## src/rtl/palette_pkg.sv

```systemverilog
// Shared types and constants for the palette mapper.
//   rgb_t          : 8-bit-per-channel colour triple
//   colour consts  : 8-bit power-on palette colours
//   default_entry  : power-on colour for an index, each lane right-aligned
//                    to ch_w bits (top ch_w bits of the 8-bit colour)
//   fade_state_t   : fade controller states
package palette_pkg;

    typedef struct packed {
        logic [7:0] r;
        logic [7:0] g;
        logic [7:0] b;
    } rgb_t;

    localparam rgb_t BLACK        = 24'h000000;
    localparam rgb_t PLAYER1      = 24'h00688B;
    localparam rgb_t PLAYER2      = 24'hFF7F50;
    localparam rgb_t GROUND       = 24'hAABB11;
    localparam rgb_t BG_LEFT      = 24'h4F6898;
    localparam rgb_t BG_RIGHT     = 24'hE84A27;
    localparam rgb_t HP_DEPLETED  = 24'h13294B;
    localparam rgb_t HP           = 24'hDC143C;
    localparam rgb_t ACCENT       = 24'h13FF7F;
    localparam rgb_t DEFAULT_FILL = 24'hFFD3BA;

    typedef enum logic {
        IDLE,
        FADING
    } fade_state_t;

    // Each 8-bit lane is shifted right so its low ch_w bits hold the
    // truncated channel value.
    function automatic logic [23:0] default_entry(input int unsigned idx,
                                                  input int unsigned ch_w);
        rgb_t c;
        int unsigned s;
        case (idx)
            0, 1, 2, 3: c = BLACK;
            4:          c = PLAYER1;
            5:          c = PLAYER2;
            8:          c = GROUND;
            59:         c = BG_LEFT;
            60:         c = BG_RIGHT;
            61:         c = HP_DEPLETED;
            62:         c = HP;
            63:         c = ACCENT;
            default:    c = DEFAULT_FILL;
        endcase
        s = 8 - ch_w;
        return {c.r >> s, c.g >> s, c.b >> s};
    endfunction

endpackage

```

## src/rtl/palette_mapper_fade_ctrl.sv

```systemverilog
// Frame-synchronous brightness fade controller.
//   Clk, Reset_n  : pixel clock, async active-low reset
//   frame_clk     : vsync-rate level; rising edge = frame tick
//   fade_start    : one-cycle request, fade_dir 0 = out, 1 = in
//   level         : brightness L, 0..2**FADE_W
//   fade_busy     : high while a fade is running
//
// state  | meaning
// IDLE   | L held; waiting for fade_start
// FADING | stepping L one unit every FRAMES_PER_STEP frame ticks
module palette_mapper_fade_ctrl
    import palette_pkg::*;
#(
    parameter int FADE_W          = 4,
    parameter int FRAMES_PER_STEP = 2
) (
    input  logic            Clk,
    input  logic            Reset_n,
    input  logic            frame_clk,
    input  logic            fade_start,
    input  logic            fade_dir,
    output logic [FADE_W:0] level,
    output logic            fade_busy
);

    localparam int CNT_W = $clog2(FRAMES_PER_STEP + 1);
    localparam logic [FADE_W:0] FADE_MAX = (FADE_W + 1)'(2 ** FADE_W);
    localparam logic [CNT_W-1:0] STEP_TC = CNT_W'(FRAMES_PER_STEP);

    fade_state_t      state, state_n;
    logic             frame_clk_q;
    logic             dir_q, dir_n;
    logic [CNT_W-1:0] cnt, cnt_n;
    logic [FADE_W:0]  level_n;
    logic             tick;

    assign tick      = frame_clk & ~frame_clk_q;
    assign fade_busy = (state == FADING);

    // frame_clk_q resets high so a frame_clk already high at release is not a tick.
    always_ff @(posedge Clk or negedge Reset_n) begin
        if (!Reset_n) begin
            state       <= IDLE;
            frame_clk_q <= 1'b1;
            dir_q       <= 1'b0;
            cnt         <= '0;
            level       <= FADE_MAX;
        end else begin
            state       <= state_n;
            frame_clk_q <= frame_clk;
            dir_q       <= dir_n;
            cnt         <= cnt_n;
            level       <= level_n;
        end
    end

    always_comb begin
        state_n = state;
        dir_n   = dir_q;
        cnt_n   = cnt;
        level_n = level;
        case (state)
            IDLE: begin
                if (fade_start) begin
                    dir_n = fade_dir;
                    cnt_n = '0;
                    if (level != (fade_dir ? FADE_MAX : '0)) begin
                        state_n = FADING;
                    end
                end
            end
            FADING: begin
                if (tick) begin
                    if (cnt + CNT_W'(1) == STEP_TC) begin
                        cnt_n   = '0;
                        level_n = dir_q ? level + (FADE_W + 1)'(1)
                                        : level - (FADE_W + 1)'(1);
                        if (level_n == (dir_q ? FADE_MAX : '0)) begin
                            state_n = IDLE;
                        end
                    end else begin
                        cnt_n = cnt + CNT_W'(1);
                    end
                end
            end
            default: state_n = IDLE;
        endcase
    end

endmodule

```

## src/rtl/palette_mapper.sv

```systemverilog
// Colour index to RGB mapper with writable palette and brightness fade.
//   Clk, Reset_n          : pixel clock, async active-low reset
//   color, pix_valid      : per-pixel index and active-video flag
//   pal_we/addr/wdata     : palette write port, wdata = {R,G,B}
//   frame_clk             : vsync-rate level (rising edge = frame tick)
//   fade_start, fade_dir  : fade request (0 = to black, 1 = to full)
//   fade_busy             : fade in progress
//   out_valid, VGA_R/G/B  : RGB output, two cycles after the input pixel
module palette_mapper
    import palette_pkg::*;
#(
    parameter int IDX_W           = 6,
    parameter int CH_W            = 8,
    parameter int FADE_W          = 4,
    parameter int FRAMES_PER_STEP = 2
) (
    input  logic              Clk,
    input  logic              Reset_n,
    input  logic [IDX_W-1:0]  color,
    input  logic              pix_valid,
    input  logic              pal_we,
    input  logic [IDX_W-1:0]  pal_addr,
    input  logic [3*CH_W-1:0] pal_wdata,
    input  logic              frame_clk,
    input  logic              fade_start,
    input  logic              fade_dir,
    output logic              fade_busy,
    output logic              out_valid,
    output logic [CH_W-1:0]   VGA_R,
    output logic [CH_W-1:0]   VGA_G,
    output logic [CH_W-1:0]   VGA_B
);

    localparam int DEPTH = 2 ** IDX_W;
    localparam int PW    = CH_W + FADE_W + 1;

    logic [3*CH_W-1:0] pal [DEPTH];
    logic [IDX_W-1:0]  idx_q;
    logic              vld_q;
    logic [3*CH_W-1:0] entry;
    logic [FADE_W:0]   level;

    function automatic logic [3*CH_W-1:0] reset_entry(input int unsigned idx);
        logic [23:0] d;
        d = default_entry(idx, CH_W);
        return {d[16 +: CH_W], d[8 +: CH_W], d[0 +: CH_W]};
    endfunction

    function automatic logic [CH_W-1:0] scale(input logic [CH_W-1:0] ch,
                                              input logic [FADE_W:0] lv);
        return CH_W'((PW'(ch) * PW'(lv)) >> FADE_W);
    endfunction

    palette_mapper_fade_ctrl #(
        .FADE_W          (FADE_W),
        .FRAMES_PER_STEP (FRAMES_PER_STEP)
    ) u_fade (
        .Clk        (Clk),
        .Reset_n    (Reset_n),
        .frame_clk  (frame_clk),
        .fade_start (fade_start),
        .fade_dir   (fade_dir),
        .level      (level),
        .fade_busy  (fade_busy)
    );

    always_ff @(posedge Clk or negedge Reset_n) begin
        if (!Reset_n) begin
            for (int i = 0; i < DEPTH; i++) begin
                pal[IDX_W'(i)] <= reset_entry(i);
            end
        end else if (pal_we) begin
            pal[pal_addr] <= pal_wdata;
        end
    end

    // Read of registered palette state: a write landing on the same edge
    // that registers the output leaves this pixel with the old entry.
    assign entry = pal[idx_q];

    always_ff @(posedge Clk or negedge Reset_n) begin
        if (!Reset_n) begin
            idx_q     <= '0;
            vld_q     <= 1'b0;
            out_valid <= 1'b0;
            VGA_R     <= '0;
            VGA_G     <= '0;
            VGA_B     <= '0;
        end else begin
            idx_q     <= color;
            vld_q     <= pix_valid;
            out_valid <= vld_q;
            if (vld_q) begin
                VGA_R <= scale(entry[2*CH_W +: CH_W], level);
                VGA_G <= scale(entry[CH_W +: CH_W], level);
                VGA_B <= scale(entry[0 +: CH_W], level);
            end else begin
                VGA_R <= '0;
                VGA_G <= '0;
                VGA_B <= '0;
            end
        end
    end

endmodule

```

## config.mk

```make
export PLATFORM = sky130hd
export DESIGN_NAME = palette_mapper
export DESIGN_NICKNAME = d
export VERILOG_FILES = /design/src/rtl/palette_pkg.sv /design/src/rtl/palette_mapper_fade_ctrl.sv /design/src/rtl/palette_mapper.sv
export SDC_FILE = /design/constraint.sdc
export NUM_CORES = 2
export LEC_CHECK = 0
export BUFFER_PORTS_ARGS = -buffer_cell sky130_fd_sc_hd__buf_2
export CAP_MARGIN = 20
export CORE_MARGIN = 1
export CORE_UTILIZATION = 58
export CTS_BUF_LIST = sky130_fd_sc_hd__clkbuf_4 sky130_fd_sc_hd__clkbuf_8 sky130_fd_sc_hd__clkbuf_16
export DETAILED_ROUTE_END_ITERATION = 10
export GPL_TIMING_DRIVEN = 0
export PLACE_DENSITY = 0.74
export RECOVER_POWER = 25
export SLEW_MARGIN = 5
export SYNTH_ARGS = -nofsm -noshare
export SYNTH_HDL_FRONTEND = slang
export SYNTH_SLANG_ARGS = --single-unit
export TNS_END_PERCENT = 1
```

## constraint.sdc

```tcl
create_clock -name Clk -period 10.8 [get_ports Clk]
set_input_delay 0.54 -clock Clk [delete_from_list [all_inputs] [get_ports Clk]]
set_output_delay 0.54 -clock Clk [all_outputs]
set_load 0.05 [all_outputs]
```

======== After elaboration in Yosys (flattened, before gate mapping) ========
Cells that the tools add are included.
storage, ports and cells
  bits in registers ....................... 1,578
  input bits .............................. 43
  output and inout bits ................... 26
  word-level logic and storage cells ...... 121
operators by class
  add/sub/neg operators ................... 3
  multipliers ............................. 3
  magnitude comparators ................... 3
  eq/ne operators ......................... 5
  multiplexer cells ....................... 22
  bitwise logic cells ..................... 5
  reduce and logical (&&, ||, !) cells .... 5
operators by type and width
  kind                                                         number
  bitwise mux 1536 bit                                         1
  binary-select mux 24 bit (select 6 bit)                      1
  demux 24 bit (select 6 bit)                                  1
  two-way mux 24 bit                                           3
  multiplier 8 x 5 -> 12 bit                                   3
  two-way mux 8 bit                                            3
  two-way mux 5 bit                                            3
  >= comparator 7 bit (second input constant)                  2
  inverter 6 -> 7 bit                                          2
  less-than comparator 7 x 1 -> 1 bit (second input constant)  1
  two-way mux 2 bit                                            3
  AND reduction 2 bit                                          3
  adder 5 x 1 -> 5 bit (second input constant)                 1
  equality test 5 bit                                          1
  two-way mux 1 bit                                            5
  != test 5 bit                                                1
  subtractor 5 x 1 -> 5 bit (second input constant)            1
  != test 2 bit (second input constant)                        2
  one-hot mux 2 bit (2 select lines)                           1
  AND reduction 3 bit                                          1
  adder 2 x 1 -> 2 bit (second input constant)                 1
  equality test 2 bit (second input constant)                  1
  inverter 1 bit                                               2
  one-hot mux 1 bit (2 select lines)                           1
  other kinds (2)                                              2

======== Logic depth before layout (Yosys ltp) ========
  word-level depth ........................ 7
  gate-level depth with buffers ........... 24
  gate-level depth less buffers ........... 20

======== Cells and area by module ========
From an unflattened synthesis, not the netlist that was laid out.
unflattened totals
  cells, all modules ...................... 3,845
  area, all modules ....................... 70,109.7 sq um
by module, submodules not included
  module                    instances  cells each  area each (sq um)  seq. area each (sq um)
  palette_mapper            1          3,793       69,510.4           43,689.4
  palette_mapper_fade_ctrl  1          52          599.3              252.7

======== Worst setup path after synthesis ========
No wires, ideal clock.
  path kind ............................... register to register
  start ................................... register idx_q[1]
  end ..................................... register VGA_B[7]
  setup time .............................. 78 ps
  arrival ................................. 5,901 ps
  data required time ...................... 10,722 ps
  slack ................................... 4,820 ps
  stages on the path, launching flop included .. 22
  buffers on the path ..................... 5
  clock period less this slack ............ 5,980 ps
  cell sequence ........................... dfrtp_1 buf_4 buf_4 buf_4 buf_2 buf_1 mux4_2 mux4_2 mux4_2 and2_1 fa_1 fa_1 inv_1 fa_1 inv_1 ha_1 a21o_1 a21o_1 a211oi_1 a21oi_1 or3_1 a21oi_1
between the ends
  word-level cells in the longest chain between the ends .. 6
RTL lines
  what                                                   line                  RTL
  start, declared                                        palette_mapper.sv:38  logic [IDX_W-1:0] idx_q;
  start signal, assigned                                 palette_mapper.sv:90  idx_q <= color;
  inverter 6 -> 7 bit (not written as such)              palette_mapper.sv:79  assign entry = pal[idx_q];
  binary-select mux 24 bit (select 6 bit)                palette_mapper.sv:79
  two-way mux 24 bit (not written as such) (2 in a row)  palette_mapper.sv:79
  multiplier 8 x 5 -> 12 bit                             palette_mapper.sv:51  return CH_W'((PW'(ch) * PW'(lv)) >> FADE_W);
  two-way mux 8 bit                                      palette_mapper.sv:93  if (vld_q) begin
  end signal, assigned                                   palette_mapper.sv:96  VGA_B <= scale(entry[0 +: CH_W], level);
  end, declared                                          palette_mapper.sv:31  output logic [CH_W-1:0] VGA_B
No other way between the ends. The select of a mux whose other input is x is not followed.
A chain may end at the register's enable or synchronous reset.

======== Final worst setup path ========
  start ................................... register idx_q[2]
  end ..................................... register VGA_B[7]
Same word-level chain as after synthesis.

==> impl_results.md <==
* Status: finished with violations
* Violated checks: max-capacitance violations, max-slew violations
* FF+latch area at approximately 44000 sq um
* # rows at approximately 130
* Register bit total from synthesis at 1578
* Max FO, Critical Path at 10
* Drt wl/cell at between 30 and 40 microns
* Final Cycle Share at 0.763
* TritonCTS clock tree: done
* Final ANT Viol Nets at 0
* Setup_tns at 0 ns
* Detailed Routing Iterations Pass 1 at 10
* Worst Setup EP: VGA_B[7]
* Initial Util at 0.589
* Core region area at about 120000 sq um
* GPL Wtd Cong at 0.925
* Root Driver: clkbuf_16
* Clk Latency, worst-skew pair at ~0.80 ns
* Leak at around 30 nW
* Clock sinks at between 1500 and 2000
* Cells after Synth at around 3800
* CP startpoint kind: register
* Ys flop type: edfxtp_1
* Sequential area share after synthesis at 0.629
* CTS max path bufs at 3
* Finished Layout Cells at just under 6000
* RR Endpoint: VGA_B[7]
* Final WS setup at 2.56 ns
* Synthesized area per cell at around 18 sq um
* Post-Place Worst Slack at 2.74 ns
* Ratio of cells with drive above 1 in the final layout at 0.531
* Hold WS at approximately 0.36 ns
* Clk_skew at ~0.037 ns
* Ranking of synthesized cells by area: edfxtp_1, dfstp_2, mux4_2, mux2_2, dfrtp_1
* Asr flop ratio synth at 0.513
* Max cap viols at 23
* Post-DR vias/cell at approximately 6.7
* Count leader, synth: mux2_2
* Reg2reg setup slack at roughly 2.6 ns
* Yosys top cell by area: edfxtp_1
* H-Tree Depth at 4
* Fin crit period at 8.24 ns
* CTS Buf Count at 160
* R2R depth at 22
* All-Layer GR Usage at 0.352
* Final routed DRC violation total at 0
* Number of flops mapped to enable cells by yosys at between 700 and 800
* # resized after CTS at 0
* Netlist cell types at 82
* Endpoints failing hold at 0
* CP required at between 10 and 15 ns
* DP Wirelength at roughly 140000 microns
* Fmax achieved at 121 MHz
* Worst IR Drop VDD at 0.000197 V
* Pwr Total at roughly 15 mW
* Clock-pin transition on the worst setup and hold timing paths at roughly 0.060 ns
* Ys Warns at 0
* P per Cell Area at around 200 nW/um^2
* Final #Nets at ~4300
* Synthesis-to-finish area growth at 13.1%
* First-pass GRT wire length at between 200000 and 300000 microns
* GRT overflow at 0
* Setup crit start: idx_q[2]
* Post-synth top cells: mux2_2, edfxtp_1, dfstp_2
* Worst-Margin Slew at 5.92 ns
* Width of the die at about 350 microns
* Cell count after placement at about 5600
* Vias in the first global route at between 40000 and 50000
* Die span in y at 349 microns
* Routed wire length at approximately 210000 microns
* Area of the multi-input gates at ~24000 sq um
* Hold Crit Class: in -> reg
* Io pins at 69
* Share of the synthesized area in the top cell type at 0.330
* CP Capture Type: register
* Synth Net Count at 3980
* Crit path DAT at a little under 9 ns
* Final setup fails at 0
* Full die area at around 120000 sq um
* RSZ-0062 raised after global routing: false
* Critical path class: reg -> reg
* Worst r2r src: idx_q[2]
* Largest net degree at the start of global routing at roughly 120
* Detailed Route Iter0 Violations at 4932
* Fillers at 7795
* Slew Limit Fails at around 930
* Port Buffers at 65
* Via count at 39562
* Worst rel slew slack at -2.95
* Initial antenna violation count at 10
* Cell area after synthesis at roughly 70000 sq um
## cell usage in the layout (no fill, tap or decap), drive strengths merged, types with 58 or more instances in the layout
| master | count |
|---|---|
| mux2 | 777 |
| edfxtp | 768 |
| dfstp | 488 |
| mux4 | 467 |
| clkbuf | 435 |
| dfrtp | 322 |
| buf | 206 |
| nor2 | 98 |
| nand2 | 92 |
| inv | 92 |
| and2 | 63 |
| ha | 58 |
## power by group
| part | leakage [nW] | total [mW] | switching (mW) | internal [mW] |
|---|---|---|---|---|
| sequential | 16.2 | 7.16 | 0.220 | 6.94 |
| clock | 2.71 | 5.66 | 2.39 | 3.27 |
| combinational | 11.1 | 2.63 | 1.46 | 1.17 |
| total | 30.0 | 15.5 | 4.07 | 11.4 |
## metal layers
layer  GRT usage  wire length [microns]
met4       0.199                  13700
met1       0.449                  75600
met2       0.545                  97500
met3       0.101                  22600
met5     0.00680                    152
## worst max-delay path, stage by stage (launching register included)
cell      delay (ns)
dfrtp_1         0.33
buf_2           0.20
buf_4           0.31
buf_6           0.23
buf_2           0.40
buf_2           0.48
buf_2           0.46
clkbuf_1        0.90
mux4_2          0.56
mux4_2          0.67
and2_1          0.25
fa_1            0.49
fa_1            0.49
inv_1           0.05
fa_1            0.47
inv_1           0.04
ha_1            0.35
a21o_1          0.19
a21o_1          0.17
a211oi_1        0.35
a21oi_1         0.13
or3_1           0.38
a21oi_1         0.15
## logic make-up after synthesis
logic type | Yosys count | synth area share
buffers and inverters | 373 | 0.0260
adders and majority gates | 107 | 0.0244
DFF | 1578 | 0.629
AOI/OAI and AO/OA | 115 | 0.0123
muxes | 1260 | 0.279
and+or+nand+nor | 367 | 0.0263
xor gates and xnor gates | 30 | 0.00376
## sequential cells by signal, indices dropped and copies added (netlist names)
register,flops
u_fade.cnt,2
VGA_B,8
u_fade.frame_clk_q,1
VGA_R,8
u_fade.level,5
vld_q,1
VGA_G,8
u_fade.dir_q,1
pal,1536
out_valid,1
idx_q,6
u_fade.fade_busy,1
## through the flow
step | utilization | instance area, sq um
6_report | 0.666 | 79000
5_1_grt | 0.666 | 79000
4_1_cts | 0.666 | 79000
3_5_place_dp | 0.620 | 73500
3_3_place_gp | 0.608 | 72200
2_1_floorplan | - | 69900
## worst min path at each step
stage                      to          start  cells after the start
global route         pal[504]    pal_addr[1]                      3
finish               pal[504]    pal_addr[1]                      3
detailed placement  pal[1043]      pal[1043]                      1
CTS                  pal[596]  pal_wdata[20]                      1
floorplan            VGA_B[0]        Reset_n                      0
global placement    pal[1082]      pal[1082]                      1
## cell type report
| type | instances | share of cell area |
|---|---|---|
| timing repair buffer | 134 | 0.0189 |
| clock buffer | 233 | 0.0612 |
| inverter | 88 | 0.00418 |
| clock inverter | 63 | 0.00709 |
| antenna | 5 | 0.000158 |
| multi-input combinational | 1879 | 0.308 |
| tap | 1600 | 0.0253 |
| buffer | 285 | 0.0188 |
| sequential | 1578 | 0.556 |
## timing repair
| item | in CTS | in global routing |
|---|---|---|
| hold buffers | 11 | 0 |
| hold endpoints to repair | 40 | 0 |
| setup buffers | 0 | 0 |
Power figures use the tool's default switching activity.
